File: config.mk
export PLATFORM = sky130hd
export DESIGN_NAME = program_loader
export DESIGN_NICKNAME = d
export VERILOG_FILES = /design/src/rtl/program_loader_pkg.sv /design/src/rtl/program_loader_inst_assembler.sv /design/src/rtl/program_loader.sv
export SDC_FILE = /design/constraint.sdc
export NUM_CORES = 1
export LEC_CHECK = 0
export CAP_MARGIN = 15
export CORE_MARGIN = 5
export CORE_UTILIZATION = 40
export DETAILED_ROUTE_END_ITERATION = 16
export GPL_TIMING_DRIVEN = 0
export SLEW_MARGIN = 20
export SYNTH_ARGS = -nofsm -noshare
export SYNTH_HDL_FRONTEND = slang
export SYNTH_SLANG_ARGS = --single-unit
export TNS_END_PERCENT = 10
File: constraint.sdc
create_clock -name Clk -period 2.2 [get_ports Clk]
set_input_delay 0.33 -clock Clk [delete_from_list [all_inputs] [get_ports Clk]]
set_output_delay 0.33 -clock Clk [all_outputs]
set_load 0.01 [all_outputs]
File: src/rtl/program_loader_pkg.sv
// rtl/program_loader_pkg.sv - shared parameters and loader state encodings
package program_loader_pkg;

  localparam int INST_WIDTH        = 16;
  localparam int ADDR_WIDTH        = 8;
  localparam int LOADER_BYTE_WIDTH = 8;

  localparam logic [2:0] LD_IDLE  = 3'd0;
  localparam logic [2:0] LD_LEN   = 3'd1;
  localparam logic [2:0] LD_BYTES = 3'd2;
  localparam logic [2:0] LD_WRITE = 3'd3;
  localparam logic [2:0] LD_CHECK = 3'd4;
  localparam logic [2:0] LD_DONE  = 3'd5;
  localparam logic [2:0] LD_ERROR = 3'd6;

endpackage

File: src/rtl/program_loader_inst_assembler.sv
// rtl/program_loader_inst_assembler.sv - byte-to-word assembly with running XOR checksum
module program_loader_inst_assembler
  import program_loader_pkg::*;
#(
  parameter int INST_WIDTH = program_loader_pkg::INST_WIDTH
) (
  input  logic                         clk,
  input  logic                         rst,
  input  logic                         clear,
  input  logic                         shift_en,
  input  logic [LOADER_BYTE_WIDTH-1:0] stream_byte,
  output logic [INST_WIDTH-1:0]        word,
  output logic                         last_byte,
  output logic [LOADER_BYTE_WIDTH-1:0] chk
);

  localparam int BYTES_PER_INST = INST_WIDTH / LOADER_BYTE_WIDTH;
  localparam int IDX_WIDTH      = (BYTES_PER_INST > 1) ? $clog2(BYTES_PER_INST) : 1;

  logic [IDX_WIDTH-1:0] idx;

  // High while the byte about to be accepted completes the current word
  assign last_byte = (idx == IDX_WIDTH'(BYTES_PER_INST - 1));

  // Shift bytes in MSB first; the index wraps per word, the checksum spans the whole image
  always_ff @(posedge clk or posedge rst) begin
    if (rst) begin
      word <= '0;
      idx  <= '0;
      chk  <= '0;
    end else if (clear) begin
      word <= '0;
      idx  <= '0;
      chk  <= '0;
    end else if (shift_en) begin
      word <= (word << LOADER_BYTE_WIDTH) | INST_WIDTH'(stream_byte);
      chk  <= chk ^ stream_byte;
      idx  <= last_byte ? '0 : idx + IDX_WIDTH'(1);
    end
  end

endmodule

File: src/rtl/program_loader.sv
// rtl/program_loader.sv - streams a program image into instruction RAM and releases the processor
module program_loader
  import program_loader_pkg::*;
#(
  parameter int INST_WIDTH = program_loader_pkg::INST_WIDTH,
  parameter int ADDR_WIDTH = program_loader_pkg::ADDR_WIDTH
) (
  input  logic                         Clk,
  input  logic                         Reset,
  input  logic                         Start,
  input  logic                         In_Valid,
  input  logic [LOADER_BYTE_WIDTH-1:0] In_Byte,
  output logic                         In_Ready,
  output logic                         Ram_Inst_Write,
  output logic [ADDR_WIDTH-1:0]        Inst_Addr,
  output logic [INST_WIDTH-1:0]        Ram_Inst_In,
  output logic                         Proc_Reset,
  output logic                         Busy,
  output logic                         Done,
  output logic                         Error
);

  logic [2:0]                   state;
  logic [ADDR_WIDTH-1:0]        remaining;
  logic                         handshake;
  logic                         accept_start;
  logic                         last_byte;
  logic [LOADER_BYTE_WIDTH-1:0] chk;

  assign handshake    = In_Valid && In_Ready;
  assign accept_start = Start && (state == LD_IDLE || state == LD_DONE || state == LD_ERROR);

  // The assembled word register doubles as the RAM data output; it is frozen while in WRITE
  program_loader_inst_assembler #(
    .INST_WIDTH(INST_WIDTH)
  ) u_inst_assembler (
    .clk        (Clk),
    .rst        (Reset),
    .clear      (accept_start),
    .shift_en   (handshake && state == LD_BYTES),
    .stream_byte(In_Byte),
    .word       (Ram_Inst_In),
    .last_byte  (last_byte),
    .chk        (chk)
  );

  // Ready is a pure function of state so it never combinationally follows In_Valid
  always_comb begin
    In_Ready = 1'b0;
    case (state)
      LD_LEN, LD_BYTES, LD_CHECK: In_Ready = 1'b1;
      default:                    In_Ready = 1'b0;
    endcase
  end

  // Load sequencer; Inst_Addr is the address counter itself, advanced as WRITE ends
  always_ff @(posedge Clk or posedge Reset) begin
    if (Reset) begin
      state          <= LD_IDLE;
      remaining      <= '0;
      Inst_Addr      <= '0;
      Ram_Inst_Write <= 1'b0;
      Proc_Reset     <= 1'b1;
      Busy           <= 1'b0;
      Done           <= 1'b0;
      Error          <= 1'b0;
    end else begin
      Ram_Inst_Write <= 1'b0;
      case (state)
        LD_IDLE, LD_DONE, LD_ERROR: begin
          if (accept_start) begin
            state      <= LD_LEN;
            Busy       <= 1'b1;
            Done       <= 1'b0;
            Error      <= 1'b0;
            Proc_Reset <= 1'b1;
            Inst_Addr  <= '0;
          end
        end
        LD_LEN: begin
          if (handshake) begin
            remaining <= In_Byte[ADDR_WIDTH-1:0];
            state     <= (In_Byte[ADDR_WIDTH-1:0] == '0) ? LD_CHECK : LD_BYTES;
          end
        end
        LD_BYTES: begin
          if (handshake && last_byte) begin
            state          <= LD_WRITE;
            Ram_Inst_Write <= 1'b1;
          end
        end
        LD_WRITE: begin
          Inst_Addr <= Inst_Addr + ADDR_WIDTH'(1);
          remaining <= remaining - ADDR_WIDTH'(1);
          state     <= (remaining == ADDR_WIDTH'(1)) ? LD_CHECK : LD_BYTES;
        end
        LD_CHECK: begin
          if (handshake) begin
            Busy <= 1'b0;
            if (In_Byte == chk) begin
              state      <= LD_DONE;
              Done       <= 1'b1;
              Proc_Reset <= 1'b0;
            end else begin
              state <= LD_ERROR;
              Error <= 1'b1;
            end
          end
        end
        default: state <= LD_IDLE;
      endcase
    end
  end

endmodule

After elaboration in Yosys (flattened, before gate mapping) --
Index checks and enable logic that the tools add are counted.
Storage, ports and cells: register bits 49, bits of input ports 12, output and inout port bits 30, logic and storage cells 85
Operators by class: add/sub/neg operators 3, equal/unequal tests 14, multiplexer cells 35, bitwise logic cells 2, reductions and logical operators 20
Operators with widths (count):
- two-way mux 16 bit | 2
- two-way mux 8 bit | 4
- case mux 8 bit (2 select lines) | 2
- two-way mux 3 bit | 6
- OR 16 x 8 -> 16 bit | 1
- two-way mux 1 bit | 15
- case mux 3 bit (5 select lines) | 1
- AND reduction 4 bit | 3
- != test 2 bit (second input constant) | 5
- == test 3 bit (second input constant) | 3
- adder 8 x 1 -> 8 bit (second input constant) | 1
- == test 8 x 1 -> 1 bit (second input constant) | 1
- == test 8 bit | 1
- logical NOT 8 bit | 1
- case mux 1 bit (2 select lines) | 4
- nonzero test 2 bit | 4
- subtractor 8 x 1 -> 8 bit (second input constant) | 1
- XOR 8 bit | 1
- == test 3 x 2 -> 1 bit (second input constant) | 2
- OR reduction 3 bit | 2
- logical AND 1 bit | 4
- AND reduction 2 bit | 2
- == test 3 x 1 -> 1 bit (second input constant) | 1
- logical NOT 3 bit | 1
- other kinds (5) | 6

Depth between registers and ports, before layout --
depth in word-level cells 7, gate-level depth with buffers 7, mapped depth without buffers 6

Hierarchy --
A second synthesis with hierarchy kept.
Second synthesis, totals: cell total of the unflattened synthesis 279, area total of the unflattened synthesis 2852.7 µm²
By module, submodules not included:
- program_loader | instances 1, cells an instance 188, area an instance 1727.9 µm², sequential area each 601.8 µm²
- program_loader_inst_assembler | instances 1, cells an instance 91, area an instance 1124.8 µm², sequential area each 625.6 µm²

Worst setup path after synthesis --
OpenSTA, ideal clock, no wires.
kind reg2reg, start point register remaining[3], end point register state[1], setup time 0.131 ns, arrival 1.534 ns, required time 2.069 ns, slack 0.535 ns, stages on the path, launching flop included 6, path buffers 0, period minus slack after synthesis 1.665 ns, cells stage by stage dfrtp_1 -> or4_4 -> nor4b_4 -> o22ai_1 -> o31ai_2 -> o21ai_1
On the way: longest elaborated chain between the ends 3
Ends and longest elaborated chain:
- from (decl) | line program_loader.sv:24 | logic [ADDR_WIDTH-1:0] remaining;
- from (signal assigned) | line program_loader.sv:82 | remaining <= In_Byte[ADDR_WIDTH-1:0];
- from (signal assigned) | line program_loader.sv:94 | remaining <= remaining - ADDR_WIDTH'(1);
- == test 8 x 1 -> 1 bit | line program_loader.sv:95 | state <= (remaining == ADDR_WIDTH'(1)) ? LD_CHECK : LD_BYTES;
- two-way mux 3 bit | line program_loader.sv:95
- case mux 3 bit (5 select lines) | line program_loader.sv:69 | case (state)
- to (signal assigned) | line program_loader.sv:83 | state <= (In_Byte[ADDR_WIDTH-1:0] == '0) ? LD_CHECK : LD_BYTES;
- to (signal assigned) | line program_loader.sv:95
- to (decl) | line program_loader.sv:23 | logic [2:0] state;
No other way between the ends. A chain may end at the register's enable or synchronous reset.

Final worst setup path --
start point register state[1], end point output port In_Ready
On the way: longest elaborated chain between the ends 3, elaborated cells on any way between the ends 5, classes of those cells eq/ne: 3; mux: 1; reduce/logical: 1
Ends and longest elaborated chain:
- == test 3 x 2 -> 1 bit, or another cell as far along | line program_loader.sv:50 | case (state)
- OR reduction 3 bit (*) | line program_loader.sv:50
- two-way mux 1 bit (*) | line program_loader.sv:50
- to (decl) | line program_loader.sv:13 | output logic In_Ready,
Every way passes the cells marked *; elsewhere a longest branch is shown, timed or not.

==> metrics.txt <==
Mapped Cells 269; crit path cell chain clkbuf_8, buf_6, o21ai_0, o21a_1, clkdlybuf4s50_1; Worst slew margin 57.5%; Hold Buf Count CTS 0; clk root buf clkbuf_8; critical path fanouts, max 10; Net Sw Power 0.00143 W; type of the worst setup path reg -> out; routability cong. 0.902; Internal 0.00224 W; Placement Cell Area 0.00304 mm2; grt total ovfl 0; Critical Path Sink Type primary output; Synth Register Bits 49; post-synth top area share 47.6%; total of max-cap violations 0; starting density of the core 40.4%; Clock Skews 0.00699 ns; vias in the first global route 1,895; antenna cells 0; crit path launch type flip-flop; Final setup viols 0; combinational share of power 44.6%; Leak Pwr 1.36 nW; Chip Width 89.4 um; htree depth 2; Post-synth EDFFs 0; CP max stage cell clkdlybuf4s50_1; number of fill cells 593; ANT nets after route 0; CTS Sinks 49; max-slew violation count 0; Hold Crit Class in -> async; core area 0.00624 mm2; Max stage delay on crit path 0.52 ns; most frequent cell after synthesis nand2_1; worst path required time 1.87 ns; nets@finish 332; WP buf/inv 3; post-synthesis sequential area ratio 48.7%; synthesized area per cell 9.37 um2; highest routing layer actually used met4; final WL 5.72 mm; M1 WL 2.83 mm; run status finished, final reports clean; area grow syn2layout 24.1%; post-synth top area cell dfrtp_1; critical path arrival 1.80 ns; Top delay family on crit path buffers and inverters; Post-CTS Setup Repair Bufs 0; Synth Flop Type dfrtp_1; TritonRoute pass-1 iters 4; share of cells above drive strength 1 10.1%; VDD IR max 0.621 mV; initial antenna violation count 0; Clock power frac 14.6%; largest net degree at the start of global routing 33; metal2 WL 2.70 mm; global-route usage over all layers 15.4%; Die Ht 89.4 um; CTS Buf Count 5; Synth top cells by count nand2_1, dfrtp_1, a21oi_1, nor2_1, xor2_1; Final period util 97.0%; Clk Latency, worst-skew pair 0.30 ns; fmax 0.469 GHz; switching share of power 38.9%; DP HPWL 4.33 mm; wire per inst 14.5 um; setup TNS 0 ns; RSZ-0062 raised after global routing false; Yosys cell types 52; Via density 5.20; CTS tree yes; largest cells by area after synthesis dfrtp_1, nand2_1, xor2_1; hold slack 0.322 ns; # port buffers 40; Synth Cell Area 0.00252 mm2; Max Root-Sink Buffers 2; clock-pin slew on the worst setup and hold paths 0.09 ns; Pwr Total 0.00367 W; worst-margin pin slew 0.634 ns; Reg power frac 40.8%; DR iter-0 viols 73; Post-synth ARST share 100%; routed via count 2,055; Top Ports 42; yosys warns 0; DIE AREA 0.00799 mm2; Synthesized Nets 284; first-pass GRT wire length 9.50 mm; # DRC 0; Resized cells post-CTS 0; Rows 29; Tmin final 2.13 ns; DR WL met3 150 um; Design Area, Final 0.00313 mm2; Fin. Hold Viols 0; PD cells 1170 mW/mm2
[cell families after synthesis]
| group | synth area share, % |
|---|---|
| AND/OR/NAND/NOR | 20.4 |
| AO/OA/AOI/OAI | 15.8 |
| multiplexers | 1.19 |
| XOR/XNOR | 6.95 |
| buffers and inverters | 5.46 |
| adder cells (fa/ha/maj) | 1.49 |
| flip-flops | 48.7 |
[layer usage]
layer | vias to the layer above | GRT usage [%]
met5 | - | 0
met4 | 0 | 3.65
met3 | 4 | 2.49
met2 | 35 | 23.6
met1 | 997 | 22.8
li1 | 1019 | -
[area by class of cell]
type / count / area (um2) / area share (%)
flip-flops and latches: 49 / 1230 / 39.2
multi-input cells: 199 / 1160 / 36.9
repair buffers: 41 / 420 / 13.4
plain buffers: 13 / 108 / 3.44
well taps: 77 / 96.3 / 3.08
clock buffers: 5 / 68.8 / 2.20
inverters: 8 / 30.0 / 0.960
clock inverters: 3 / 22.5 / 0.720
[power by group through the flow]
stage | logic, W | clock network (W) | registers [W]
finish | 0.00164 | 0.000534 | 0.00150
global route | 0.00183 | 0.000594 | 0.00154
CTS | 0.00165 | 0.000557 | 0.00150
detailed placement | 0.00165 | 0 | 0.00152
global placement | 0.00162 | 0 | 0.00151
floorplan | 0.000980 | 0 | 0.00154
[flip-flops by register name, summed over array words and instances (netlist names)]
| name | cells |
|---|---|
| state | 3 |
| u_inst_assembler.last_byte | 1 |
| Error | 1 |
| remaining | 8 |
| Inst_Addr | 8 |
| Done | 1 |
| Proc_Reset | 1 |
| u_inst_assembler.chk | 8 |
| Ram_Inst_Write | 1 |
| u_inst_assembler.word | 16 |
| Busy | 1 |
[final timing paths]
kind / startpoint / to / slack, ns / cells past startpoint
min reg2reg: Inst_Addr[7] / Inst_Addr[7] / 0.48 / 1
max in group asynchronous: Reset / remaining[5] / 1.37 / 3
max: state[1] / In_Ready / 0.07 / 5
min: Reset / u_inst_assembler.word[15] / 0.32 / 2
max reg2reg: state[1] / u_inst_assembler.chk[0] / 0.15 / 7
min in group Clk: Inst_Addr[7] / Inst_Addr[7] / 0.48 / 1
[cells in the final DEF, fill, tap and decap left out, types with 4 or more instances in the layout]
cell type | Yosys | layout
inv_1 | 8 | 7
clkbuf_8 | 1 | 6
o21ai_0 | 12 | 12
nor2_1 | 27 | 27
dfrtp_1 | 48 | 48
a21oi_1 | 27 | 27
nand2_1 | 53 | 53
xor2_1 | 19 | 19
nand3_1 | 9 | 9
nor4_1 | 4 | 4
clkdlybuf4s50_1 | 0 | 40
buf_6 | 5 | 5
[through the flow]
stage	util, %	setup WS (ns)	instances
final	50.1	0.0664	395
after global placement	48.4	-0.365	386
after detailed placement	48.7	-0.00920	387
after floorplan	-	0.535	269
after global routing	50.1	0.0121	395
after CTS	50.1	0.0465	395
Power figures use the tool's default switching activity.
